===== src/rtl/insertunit_if.sv =====
// Scalar-in / vector-out handshake bundle for insertunit.
// The slave modport is the unit side; the master modport is the producer/consumer side.
interface insertunit_if #(
  parameter int unsigned K = 4,
  parameter int unsigned W = 32
);
  logic           in_valid;
  logic           in_ready;
  logic [W-1:0]   in_data;
  logic [31:0]    in_index;
  logic           in_bcast;
  logic           in_last;
  logic           out_valid;
  logic           out_ready;
  logic [K*W-1:0] out_data;
  logic [K-1:0]   out_mask;
  logic           err_oob;

  modport slave (
    input  in_valid, in_data, in_index, in_bcast, in_last, out_ready,
    output in_ready, out_valid, out_data, out_mask, err_oob
  );

  modport master (
    output in_valid, in_data, in_index, in_bcast, in_last, out_ready,
    input  in_ready, out_valid, out_data, out_mask, err_oob
  );
endinterface


===== src/rtl/insertunit.sv =====
// Assembles tagged 32-bit scalar words into a K-lane vector and hands it off via valid/ready.
// Optional INSERTUNIT_ZERO_FILL_EN clears the lane buffer after each delivered vector.
module insertunit #(
  parameter int unsigned K = 4,
  parameter int unsigned W = 32
) (
  input  logic          clk,
  input  logic          reset,
  insertunit_if.slave   bus
);
  localparam int unsigned LW = (K > 1) ? $clog2(K) : 1;

  typedef enum logic {FILL = 1'b0, HOLD = 1'b1} state_t;

  state_t              r_state;
  logic [K-1:0][W-1:0] r_buf;
  logic [K-1:0]        r_mask;
  logic                r_err_oob;
  logic                r_in_ready;
  logic                r_out_valid;

  logic [LW-1:0]       w_lane;
  logic                w_in_range;

  assign w_lane     = bus.in_index[LW-1:0];
  assign w_in_range = (bus.in_index < 32'(K));

  always_ff @(posedge clk) begin
    if (reset) begin
      r_state     <= FILL;
      r_buf       <= '0;
      r_mask      <= '0;
      r_err_oob   <= 1'b0;
      r_in_ready  <= 1'b1;
      r_out_valid <= 1'b0;
    end else begin
      r_err_oob <= 1'b0;
      case (r_state)
        FILL: begin
          if (bus.in_valid) begin
            if (bus.in_bcast) begin
              r_buf  <= {K{bus.in_data}};
              r_mask <= '1;
            end else if (w_in_range) begin
              r_buf[w_lane]  <= bus.in_data;
              r_mask[w_lane] <= 1'b1;
            end else begin
              r_err_oob <= 1'b1;
            end
            // Out-of-range words still close the vector.
            if (bus.in_last) begin
              r_state     <= HOLD;
              r_in_ready  <= 1'b0;
              r_out_valid <= 1'b1;
            end
          end
        end
        HOLD: begin
          if (bus.out_ready) begin
            r_state     <= FILL;
            r_mask      <= '0;
            r_in_ready  <= 1'b1;
            r_out_valid <= 1'b0;
`ifdef INSERTUNIT_ZERO_FILL_EN
            r_buf       <= '0;
`endif
          end
        end
        default: r_state <= FILL;
      endcase
    end
  end

  assign bus.in_ready  = r_in_ready;
  assign bus.out_valid = r_out_valid;
  assign bus.out_data  = r_buf;
  assign bus.out_mask  = r_mask;
  assign bus.err_oob   = r_err_oob;
endmodule


===== src/flat_wrapper.sv =====
// flat-port wrapper written by rule: the top's interface ports become plain ports
module insertunit_flat 
#(
  parameter int unsigned K = 4,
  parameter int unsigned W = 32
)
  (clk, reset, bus_in_valid, bus_in_data, bus_in_index, bus_in_bcast, bus_in_last, bus_out_ready, bus_in_ready, bus_out_valid, bus_out_data, bus_out_mask, bus_err_oob);
  insertunit_if #(.K(K), .W(W)) bus_i ();
  input  logic clk;
  input  logic reset;
  input wire logic [$bits(bus_i.in_valid)-1:0] bus_in_valid;
  input wire logic [$bits(bus_i.in_data)-1:0] bus_in_data;
  input wire logic [$bits(bus_i.in_index)-1:0] bus_in_index;
  input wire logic [$bits(bus_i.in_bcast)-1:0] bus_in_bcast;
  input wire logic [$bits(bus_i.in_last)-1:0] bus_in_last;
  input wire logic [$bits(bus_i.out_ready)-1:0] bus_out_ready;
  output wire logic [$bits(bus_i.in_ready)-1:0] bus_in_ready;
  output wire logic [$bits(bus_i.out_valid)-1:0] bus_out_valid;
  output wire logic [$bits(bus_i.out_data)-1:0] bus_out_data;
  output wire logic [$bits(bus_i.out_mask)-1:0] bus_out_mask;
  output wire logic [$bits(bus_i.err_oob)-1:0] bus_err_oob;
  assign bus_i.in_valid = bus_in_valid;
  assign bus_i.in_data = bus_in_data;
  assign bus_i.in_index = bus_in_index;
  assign bus_i.in_bcast = bus_in_bcast;
  assign bus_i.in_last = bus_in_last;
  assign bus_i.out_ready = bus_out_ready;
  assign bus_in_ready = bus_i.in_ready;
  assign bus_out_valid = bus_i.out_valid;
  assign bus_out_data = bus_i.out_data;
  assign bus_out_mask = bus_i.out_mask;
  assign bus_err_oob = bus_i.err_oob;
  insertunit #(.K(K), .W(W)) u_core (.clk(clk), .reset(reset), .bus(bus_i));
endmodule

===== config.mk =====
export PLATFORM = sky130hd
export DESIGN_NAME = insertunit_flat
export DESIGN_NICKNAME = d
export VERILOG_FILES = /design/src/rtl/insertunit_if.sv /design/src/rtl/insertunit.sv /design/src/flat_wrapper.sv
export SDC_FILE = /design/constraint.sdc
export NUM_CORES = 1
export LEC_CHECK = 0
export ABC_AREA = 0
export BUFFER_PORTS_ARGS = -buffer_cell sky130_fd_sc_hd__clkbuf_2
export CAP_MARGIN = 20
export CORE_ASPECT_RATIO = 1.4
export CORE_UTILIZATION = 45
export DETAILED_ROUTE_END_ITERATION = 8
export PLACE_DENSITY = 0.69
export RECOVER_POWER = 100
export SYNTH_ARGS = -nofsm -noshare
export SYNTH_HDL_FRONTEND = slang
export SYNTH_SLANG_ARGS = --single-unit

===== constraint.sdc =====
create_clock -name clk -period 4.55 [get_ports clk]
set_input_delay 0.6825 -clock clk [delete_from_list [all_inputs] [get_ports clk]]
set_output_delay 0.6825 -clock clk [all_outputs]
set_load 0.02 [all_outputs]

==> results of run 1 <==
## placed cells by master, fill, tap and decap left out, drive strengths merged, types with 3 or more instances in the layout
cell    Yosys  layout
a211oi      3       3
a21oi     265     265
and2       64      64
buf        16       7
bufinv      0       4
clkbuf     36     226
clkinv      0       5
dfxtp     136     136
inv         1       5
mux2i     128     128
nand2       3       3
nand4       3       3
nor2       17      17
nor4        7       7
## power by group through the flow
| stage | combinational [W] | clock [W] | sequential [W] |
|---|---|---|---|
| 2_1_floorplan | 0.000163 | 0 | 0.00139 |
| 3_3_place_gp | 0.000367 | 0 | 0.00133 |
| 3_5_place_dp | 0.000372 | 0 | 0.00133 |
| 4_1_cts | 0.000374 | 0.00150 | 0.00130 |
| 5_1_grt | 0.000392 | 0.00155 | 0.00131 |
| 6_report | 0.000357 | 0.00148 | 0.00130 |
## cell families after synthesis
logic type,after synthesis
buf+inv,53
simple gates,103
compound gates,270
flops,136
mux,128
## worst max-delay path, cell delays in order
cell	delay (ns)
clkbuf_2	0.08
nor4_1	0.04
nand4_1	0.17
or3_2	0.15
clkbuf_1	1.98
mux2i_1	0.28
## metal layers
metal	share of wire [%]	vias up	global-route usage (%)	routed length, µm
met4	2.6	0	9.85	451
met3	4.4	25	4.83	747
met5	0	-	0	0
li1	-	2865	-	-
met1	42	2689	26.7	7140
met2	51	154	40.5	8720
## registers in the layout, summed over array words and instances (netlist names)
register and count:
u_core.r_state 1, u_core.bus.err_oob 1, u_core.bus.in_ready 1, u_core.bus.out_valid 1, u_core.bus.out_mask 4, u_core.bus.out_data 128
## cell type report
class	count	share of cell area, %
Inverter	1	0.0480
Clock inverter	14	2.50
Multi-Input combinational cell	501	42.2
Timing Repair Buffer	215	11.9
Tap cell	182	2.91
Clock buffer	18	5.62
Sequential cell	136	34.8
## worst max-delay path by stage
stage                                start                                   end  slack (ns)  cells after the start
final                     bus_in_index[27]  u_core.bus.out_data[49]$_SDFFE_PP0P_        1.32                      6
after global routing                 reset  u_core.bus.out_data[47]$_SDFFE_PP0P_        1.16                      6
after CTS                 bus_in_index[13]  u_core.bus.out_data[11]$_SDFFE_PP0P_        2.01                      5
after detailed placement  bus_in_index[13]  u_core.bus.out_data[16]$_SDFFE_PP0P_        1.59                      5
after global placement    bus_in_index[13]  u_core.bus.out_data[18]$_SDFFE_PP0P_        1.63                      5
after floorplan            bus_in_index[7]   u_core.bus.out_mask[0]$_SDFFE_PP0P_        2.41                      6
## per-stage QoR
step / hold slack, ns / std cells / setup slack [ns] / area [µm²] / util, %
5_1_grt: 0.537 / 1067 / 1.16 / 7810 / 57.8
3_5_place_dp: 0.491 / 1034 / 1.59 / 7370 / 54.5
6_report: 0.502 / 1067 / 1.32 / 7810 / 57.8
3_3_place_gp: 0.486 / 1034 / 1.63 / 7370 / 54.5
4_1_cts: 0.506 / 1066 / 2.01 / 8000 / 59.2
2_1_floorplan: 0.591 / 690 / 2.41 / 6290 / -
==> impl_metrics.csv, run 1 <==
group,metric,value,unit
cells_and_area,diodes,0,
pwr,swShare,26.4,%
pwr,p_per_area,402,nW/µm²
pwr,power.leakage,3.40,nW
yosys,ys_top_cells_by_area,"dfxtp_1, a21oi_1, mux2i_1",
cells_and_area,multi_input_area,3290,µm²
yosys,async_flop_share,0,%
yosys,syn_avg_cell_area,9.11,µm²
hold_path,worstHoldPathCells,2,
global_route,antenna_found_initial,0,
timing,hold_viol,0,
floorplanning,initial_core_util,46.5,%
hold_path,worstHoldStart,"u_core.bus.in_ready$_SDFFE_PP1P_",
floorplanning,ios,205,
worst_setup_path,timing.rr.end,"u_core.bus.out_data[116]$_SDFFE_PP0P_",
clock_tree,postCtsSetupBuffers,0,
hold_path,worstHoldEndpoint,"u_core.bus.in_ready$_SDFFE_PP1P_",
yosys,yosys.area_share.xor_xnor,0,%
yosys,ys.flop_type,"dfxtp_1",
pwr,power_frac_clock,47.1,%
pwr,finalPower,0.00314,W
timing,rsz0062_at_grt,"no",
clock_tree,cts_made_buffers,17,
yosys,synth_most_common_cell,"a21oi_1",
clock_tree,ctsHoldBuffers,0,
yosys,synth_top_family_by_area,"compound AO/OA/AOI/OAI gates",
route,viasPerCell,5.37,
cells_and_area,area_growth,24.3,%
yosys,synthSimpleGateAreaFrac,9.89,%
yosys,seq_area_frac_synth,43.3,%
place,io_buffers,204,
yosys,syn_inst,690,
yosys,yosysUniqueCellTypes,26,
yosys,postSynthRegisterBits,136,
floorplanning,die_w,102,µm
pwr,ir_worst_vdd,0.186,mV
route,wl_per_cell,16.0,µm
timing,setup_tns,0,ns
route,drc,0,
run_status,status,"finished, violations left",
hold_path,hp-class,"reg2reg",
cells_and_area,regArea,2720,µm²
timing,slew_headroom,-86.8,%
floorplanning,core-area,13500,µm²
yosys,yosys.area_share.adder,0,%
place,detailedPlacementHpwl,11100,µm
timing,fmax,310,MHz
timing,skew,0.00666,ns
run,maxCapViolations,3,
worst_setup_path,critical_path_arrival,3.40,ns
route,dr.pass1.iters,6,
worst_setup_path,end_kind,"register",
route,drt_wl_total,17100,µm
worst_setup_path,reg2reg_depth,5,
timing,tightest_slew,2.80,ns
worst_setup_path,required,4.72,ns
cells_and_area,final_nets,942,
cells_and_area,fillers,1352,
global_route,grt_pass1_wl,26000,µm
clock_tree,numClockSinks,136,
clock_tree,ctsResizeCount,0,
timing,maxSlewViolCount,88,
yosys,synth_edf_count,0,
clock_tree,h-tree-depth,4,
yosys,syn_nets,760,
pwr,switchingPower,0.000831,W
global_route,grt_max_degree,67,
floorplanning,die_h,142,µm
yosys,synthMuxAreaShare,20.4,%
run_status,violations,"max-capacitance violations, max-slew violations",
pwr,p_int,0.00231,W
pwr,power.sequential.fraction,41.5,%
cells_and_area,drive_above_1_share,13.0,%
timing,setup_violations,0,
global_route,grt_overflow,0,
timing,period_needed,3.23,ns
global_route,grt.total_usage,23.0,%
worst_setup_path,r2r-start,"u_core.r_state$_SDFF_PP0_",
route,route.vias.total,5733,
timing,period_share,70.9,%
yosys,synth_compound_area_share,21.8,%
pwr,comb_power_share,11.4,%
route,ant_nets,0,
worst_setup_path,worstSetupStartpointType,"primary input",
floorplanning,fp-row-count,50,
clock_tree,cts_tree,"built",
place,gp_congestion,0.716,
yosys,ys_warn_count,0,
clock_tree,max-clock-path-buffers,2,
worst_setup_path,worstSetupPathType,"in2reg",
yosys,synthTopCellsByCount,"a21oi_1, dfxtp_1, mux2i_1",
clock_tree,root_buffer,"clkbuf_16",
worst_setup_path,reg2reg_slack,1.50,ns
yosys,syn_area,6290,µm²
clock_tree,clock_latency,0.41,ns
yosys,netlist.area_leader.share,43.3,%
route,drtIter0Drc,197,
yosys,synth_top_cell_by_area,"dfxtp_1",
worst_setup_path,cp_max_fo,33,
clock_tree,clk_pin_slew,0.06,ns
global_route,grt_pass1_vias,5317,
floorplanning,design.die.area,14500,µm²
Note: power is estimated with default switching activity, not from simulation.
==> run 2, diff against run 1 <==
--- a/config.mk
+++ b/config.mk
@@ -11,7 +11,7 @@
 export CORE_ASPECT_RATIO = 1.4
 export CORE_UTILIZATION = 45
 export DETAILED_ROUTE_END_ITERATION = 8
-export PLACE_DENSITY = 0.69
+export PLACE_DENSITY = 0.72
 export RECOVER_POWER = 100
 export SYNTH_ARGS = -nofsm -noshare
 export SYNTH_HDL_FRONTEND = slang
==> constraint.sdc (replaced) <==
create_clock -name clk -period 2.7 [get_ports clk]
set_input_delay 0.405 -clock clk [delete_from_list [all_inputs] [get_ports clk]]
set_output_delay 0.405 -clock clk [all_outputs]
set_load 0.02 [all_outputs]
==> run 2 against run 1 <==
Effect of this change:
- the run now ends clean
- worst hold slack got worse by 0.21 ns
- via count is 1.6% higher
- die area did not move
- sequential share of layout area up 0.16 points
- design area fell by 0.46%
- critical endpoint is now u_core.bus.out_data[21]$_SDFFE_PP0P_
- largest power group unchanged
==> impl_metrics.csv, run 2 (synthesized netlist as in run 1, its figures left out) <==
group,metric,value,unit
worst_setup_path,worstSetupPathType,"in2reg",
worst_setup_path,worstSetupStartpointType,"primary input",
clock_tree,max-clock-path-buffers,2,
clock_tree,h-tree-depth,4,
route,drc,0,
floorplanning,core-area,13500,µm²
global_route,antenna_found_initial,0,
clock_tree,root_buffer,"clkbuf_16",
worst_setup_path,timing.rr.end,"u_core.bus.out_data[32]$_SDFFE_PP0P_",
timing,period_needed,2.13,ns
global_route,grt_pass1_vias,5442,
timing,hold_viol,0,
place,io_buffers,204,
floorplanning,fp-row-count,50,
pwr,finalPower,0.00506,W
worst_setup_path,crit_path_start,"bus_in_index[13]",
timing,slew_headroom,26.8,%
route,ant_nets,0,
worst_setup_path,critical_path_arrival,2.37,ns
cells_and_area,regArea,2720,µm²
clock_tree,ctsResizeCount,0,
route,drtIter0Drc,329,
worst_setup_path,reg2reg_depth,5,
clock_tree,cts_tree,"built",
floorplanning,die_h,142,µm
worst_setup_path,required,2.94,ns
run_status,status,"completed",
worst_setup_path,cp_max_fo,33,
route,dr.pass1.iters,5,
clock_tree,postCtsSetupBuffers,0,
clock_tree,ctsHoldBuffers,0,
cells_and_area,final_cell_mix,"a21oi_1, clkbuf_1, dfxtp_1",
route,viasPerCell,5.47,
cells_and_area,mostFrequentLayoutCell,"a21oi_1",
cells_and_area,area_growth,23.7,%
cells_and_area,diodes,0,
route,wl_per_cell,15.9,µm
global_route,grt_overflow,0,
floorplanning,initial_core_util,46.5,%
timing,period_share,78.9,%
cells_and_area,final_nets,940,
pwr,power.leakage,3.41,nW
global_route,grt.total_usage,23.6,%
timing,setup_tns,0,ns
timing,tightest_slew,1.10,ns
cells_and_area,multi_input_area,3300,µm²
place,gp_congestion,0.736,
route,route.vias.total,5823,
timing,fmax,470,MHz
run,maxCapViolations,0,
timing,maxSlewViolCount,0,
worst_setup_path,crit_end,"u_core.bus.out_data[21]$_SDFFE_PP0P_",
global_route,grt_max_degree,129,
route,drt_wl_total,17000,µm
worst_setup_path,reg2reg_slack,0.58,ns
hold_path,hp-class,"in2reg",
timing,rsz0062_at_grt,"no",
pwr,p_per_area,650,nW/µm²
cells_and_area,fillers,1329,
floorplanning,design.die.area,14500,µm²
cells_and_area,largest_reg_flops,128,
global_route,grt_pass1_wl,26700,µm
timing,setup_violations,0,
worst_setup_path,r2r-start,"u_core.r_state$_SDFF_PP0_",
floorplanning,ios,205,
clock_tree,clock_latency,0.41,ns
timing,skew,0.00968,ns
clock_tree,clk_pin_slew,0.06,ns
worst_setup_path,end_kind,"register",
clock_tree,cts_made_buffers,17,
place,detailedPlacementHpwl,10800,µm
cells_and_area,drive_above_1_share,13.4,%
clock_tree,numClockSinks,136,
pwr,ir_worst_vdd,0.301,mV
floorplanning,die_w,102,µm
run 2: cell types whose count changed in the layout (fill, tap and decap cells not counted), moves of 2 or more:
cell	delta
and2_1	+26
inv_6	-4
buf_4	-2
bufinv_16	-2
and2_0	-26
clkbuf_1	-4
clkinv_2	+2
clkinv_4	+2
run 2: worst min path at each step:
stage	from	cells past startpoint	slack [ns]	to
final	bus_out_ready	3	0.29	u_core.bus.in_ready$_SDFFE_PP1P_
after global routing	bus_in_bcast	2	0.31	u_core.bus.err_oob$_SDFF_PP0_
after CTS	bus_out_ready	3	0.27	u_core.bus.in_ready$_SDFFE_PP1P_
after detailed placement	u_core.bus.in_ready$_SDFFE_PP1P_	2	0.48	u_core.bus.in_ready$_SDFFE_PP1P_
after global placement	u_core.bus.in_ready$_SDFFE_PP1P_	2	0.48	u_core.bus.in_ready$_SDFFE_PP1P_
after floorplan	bus_in_bcast	1	0.48	u_core.bus.err_oob$_SDFF_PP0_
run 2: metrics by stage:
step / setup WS (ns) / utilization, % / cell area, µm² / hold WS [ns] / std cells
6_report: 0.570 / 57.6 / 7780 / 0.291 / 1064
2_1_floorplan: 0.840 / - / 6290 / 0.481 / 690
5_1_grt: 0.369 / 57.6 / 7780 / 0.306 / 1064
4_1_cts: 0.759 / 59.0 / 7970 / 0.271 / 1064
3_3_place_gp: 0.370 / 54.7 / 7390 / 0.479 / 1033
3_5_place_dp: 0.317 / 54.7 / 7390 / 0.485 / 1033
run 2: routing by layer:
metal	vias up	routed length, µm	global-route usage, %
met5	-	0	0
met4	0	544	11.1
met3	32	732	5.17
met2	173	8600	40.5
met1	2735	7090	27.7
li1	2883	-	-
run 2: worst max-delay path: stages:
cell and delay [ns]:
clkbuf_2 0.09, nor4_1 0.27, nand4_1 0.22, or4_2 0.64
buf_2 0.49, mux2i_1 0.24
run 2: final cells by class:
class	instances	area share [%]
multi-input cells	501	42.4
flip-flops and latches	136	35.0
repair buffers	213	12.1
clock buffers	19	5.82
well taps	182	2.93
clock inverters	12	1.64
inverters	1	0.0483
run 2: power by group:
part / internal (W) / total [W] / switching, W
sequential: 0.00211 / 0.00219 / 0.0000833
combinational: 0.000199 / 0.000598 / 0.000399
clock: 0.00140 / 0.00226 / 0.000864
total: 0.00371 / 0.00506 / 0.00135
==> run 3, diff against run 2 <==
==> constraint.sdc (replaced) <==
create_clock -name clk -period 1.76 [get_ports clk]
set_input_delay 0.264 -clock clk [delete_from_list [all_inputs] [get_ports clk]]
set_output_delay 0.264 -clock clk [all_outputs]
set_load 0.02 [all_outputs]
==> run 3 against run 2 <==
Effect of this change:
- sequential share of layout area decreased by 1.9 points
- total power increased by 65%
- final cell count increased by 2.5%
- flip-flop and latch count unchanged
- first-iteration DRC count decreased by 19%
- global-route usage increased by 0.62 points
- critical path depth increased by 2
- clock skew increased by 0.0024 ns
- wire length increased by 6.7%
- die area unchanged
- utilization increased by 3.3 points
- sequential power increased by 53%
==> impl_metrics.csv, run 3 (synthesized netlist as in run 1, its figures left out) <==
group,metric,value,unit
worst_setup_path,max_stage_delay,0.37,ns
run,maxCapViolations,0,
timing,hold_viol,0,
cells_and_area,largest_reg_flops,128,
pwr,p_per_area,1010,nW/µm²
global_route,grt_pass1_vias,5637,
worst_setup_path,worstSetupPathType,"in2reg",
route,dr.pass1.iters,5,
clock_tree,clk_pin_slew,0.06,ns
pwr,ir_worst_vdd,0.514,mV
worst_setup_path,crit_chain,"clkbuf_2, nor4_2, nand4_1, buf_4, nor4b_4, buf_4, buf_12, mux2i_1",
worst_setup_path,cp.depth,8,
worst_setup_path,r2r-start,"u_core.r_state$_SDFF_PP0_",
place,dp_cells,1058,
worst_setup_path,critical_path_arrival,1.97,ns
floorplanning,die_w,102,µm
timing,slew_headroom,67.9,%
clock_tree,postCtsSetupBuffers,0,
place,detailedPlacementHpwl,12000,µm
clock_tree,h-tree-depth,4,
cells_and_area,mostFrequentLayoutCell,"a21oi_1",
worst_setup_path,worst-path-buf-inv,4,
worst_setup_path,end_kind,"register",
route,drc,0,
route,wl_per_cell,16.6,µm
timing,setup_violations,0,
global_route,grt.total_usage,24.3,%
timing,tightest_slew,0.481,ns
worst_setup_path,reg2reg_slack,0.14,ns
worst_setup_path,timing.rr.end,"u_core.bus.out_data[69]$_SDFFE_PP0P_",
cells_and_area,fin_cells,1091,
route,drt_wl_total,18100,µm
clock_tree,cts_tree,"built",
worst_setup_path,critPathTopFamily,"simple AND/OR/NAND/NOR gates",
hold_path,hp-class,"in2reg",
worst_setup_path,worstSetupStartpointType,"primary input",
clock_tree,root_buffer,"clkbuf_16",
worst_setup_path,crit_end,"u_core.bus.out_data[84]$_SDFFE_PP0P_",
run_status,status,"completed",
floorplanning,core-area,13500,µm²
route,route.vias.total,5939,
cells_and_area,drive_above_1_share,16.2,%
cells_and_area,final_nets,966,
worst_setup_path,crit_path_start,"bus_in_index[7]",
worst_setup_path,reg2reg_depth,6,
cells_and_area,area_growth,30.8,%
timing,fmax,608,MHz
floorplanning,die_h,142,µm
route,ant_nets,0,
worst_setup_path,cp_slowest_cell,"nor4b_4",
global_route,grt_max_degree,73,
timing,skew,0.0121,ns
timing,maxSlewViolCount,0,
clock_tree,clock_latency,0.41,ns
cells_and_area,diodes,0,
worst_setup_path,cp_max_fo,7,
global_route,antenna_found_initial,0,
place,io_buffers,204,
timing,period_share,93.5,%
route,viasPerCell,5.44,
floorplanning,ios,205,
global_route,grt_overflow,0,
timing,period_needed,1.65,ns
timing,hold_ws,0.185,ns
worst_setup_path,required,2.09,ns
cells_and_area,finalInstanceArea,8220,µm²
clock_tree,numClockSinks,136,
worst_setup_path,cpMostUsedCell,"buf_4",
floorplanning,initial_core_util,46.5,%
clock_tree,max-clock-path-buffers,2,
floorplanning,design.die.area,14500,µm²
floorplanning,fp-row-count,50,
clock_tree,ctsHoldBuffers,0,
cells_and_area,final_cell_mix,"a21oi_1, clkbuf_1, dfxtp_1",
place,gp_congestion,0.755,
pwr,finalPower,0.00834,W
route,drtIter0Drc,266,
global_route,grt_pass1_wl,27400,µm
cells_and_area,fin_util,60.8,%
pwr,power.leakage,3.61,nW
clock_tree,cts_made_buffers,17,
place,placed_cell_area,7690,µm²
## run 3: cell count changes in the layout (fill, tap and decap cells not counted), sizes merged
cell,change
buf,+24
clkinvlp,+1
bufinv,+3
clkbuf,+2
clkinv,-8
inv,+5
## run 3: cell type report
| class | count | area [µm²] |
|---|---|---|
| Clock buffer | 19 | 443 |
| Clock inverter | 13 | 214 |
| Fill cell | 1293 | 5290 |
| Inverter | 1 | 3.75 |
| Multi-Input combinational cell | 501 | 3350 |
| Sequential cell | 136 | 2720 |
| Tap cell | 182 | 228 |
| Timing Repair Buffer | 239 | 1260 |
## run 3: worst reg2reg max path, delay by kind of cell (launching register included)
kind	cells	cell delay (ns)
DFF	1	0.34
muxes	1	0.16
and+or+nand+nor	2	0.56
buffers and inverters	2	0.42
AOI/OAI and AO/OA	1	0.06
## run 3: metrics by stage
step | setup WS (ns) | TNS (ns)
CTS | 0.0300 | 0
floorplan | 0.0407 | 0
detailed placement | -0.419 | -37.57
finish | 0.115 | 0
global placement | -0.380 | -34.65
global route | -0.0577 | -0.438
## run 3: worst min path at each step
stage / startpoint / end / slack (ns) / cells past startpoint
2_1_floorplan: bus_in_bcast / u_core.bus.err_oob$_SDFF_PP0_ / 0.34 / 1
3_3_place_gp: u_core.bus.out_mask[2]$_SDFFE_PP0P_ / u_core.bus.out_mask[2]$_SDFFE_PP0P_ / 0.49 / 1
3_5_place_dp: u_core.bus.out_mask[2]$_SDFFE_PP0P_ / u_core.bus.out_mask[2]$_SDFFE_PP0P_ / 0.49 / 1
4_1_cts: bus_out_ready / u_core.bus.in_ready$_SDFFE_PP1P_ / 0.16 / 3
5_1_grt: bus_in_bcast / u_core.bus.err_oob$_SDFF_PP0_ / 0.21 / 3
6_report: bus_out_ready / u_core.bus.in_ready$_SDFFE_PP1P_ / 0.19 / 3
## run 3: report_power, final
group          leakage [nW]  switching [W]  internal (W)
Combinational          2.18       0.000643      0.000353
Sequential             1.11       0.000125       0.00324
Clock                 0.315        0.00140       0.00258
## run 3: routing by layer
| layer | global-route usage (%) | wire [µm] |
|---|---|---|
| met1 | 28.4 | 7530 |
| met2 | 40.5 | 9120 |
| met3 | 5.42 | 709 |
| met4 | 13.5 | 747 |
| met5 | 0 | 0 |
## run 3: repair_timing
item | in CTS | in global routing
resized for setup | 2 | 7
setup endpoints to repair | 2 | 101
pin swaps | 0 | 1
hold endpoints to repair | 0 | 0
cloned | 0 | 1
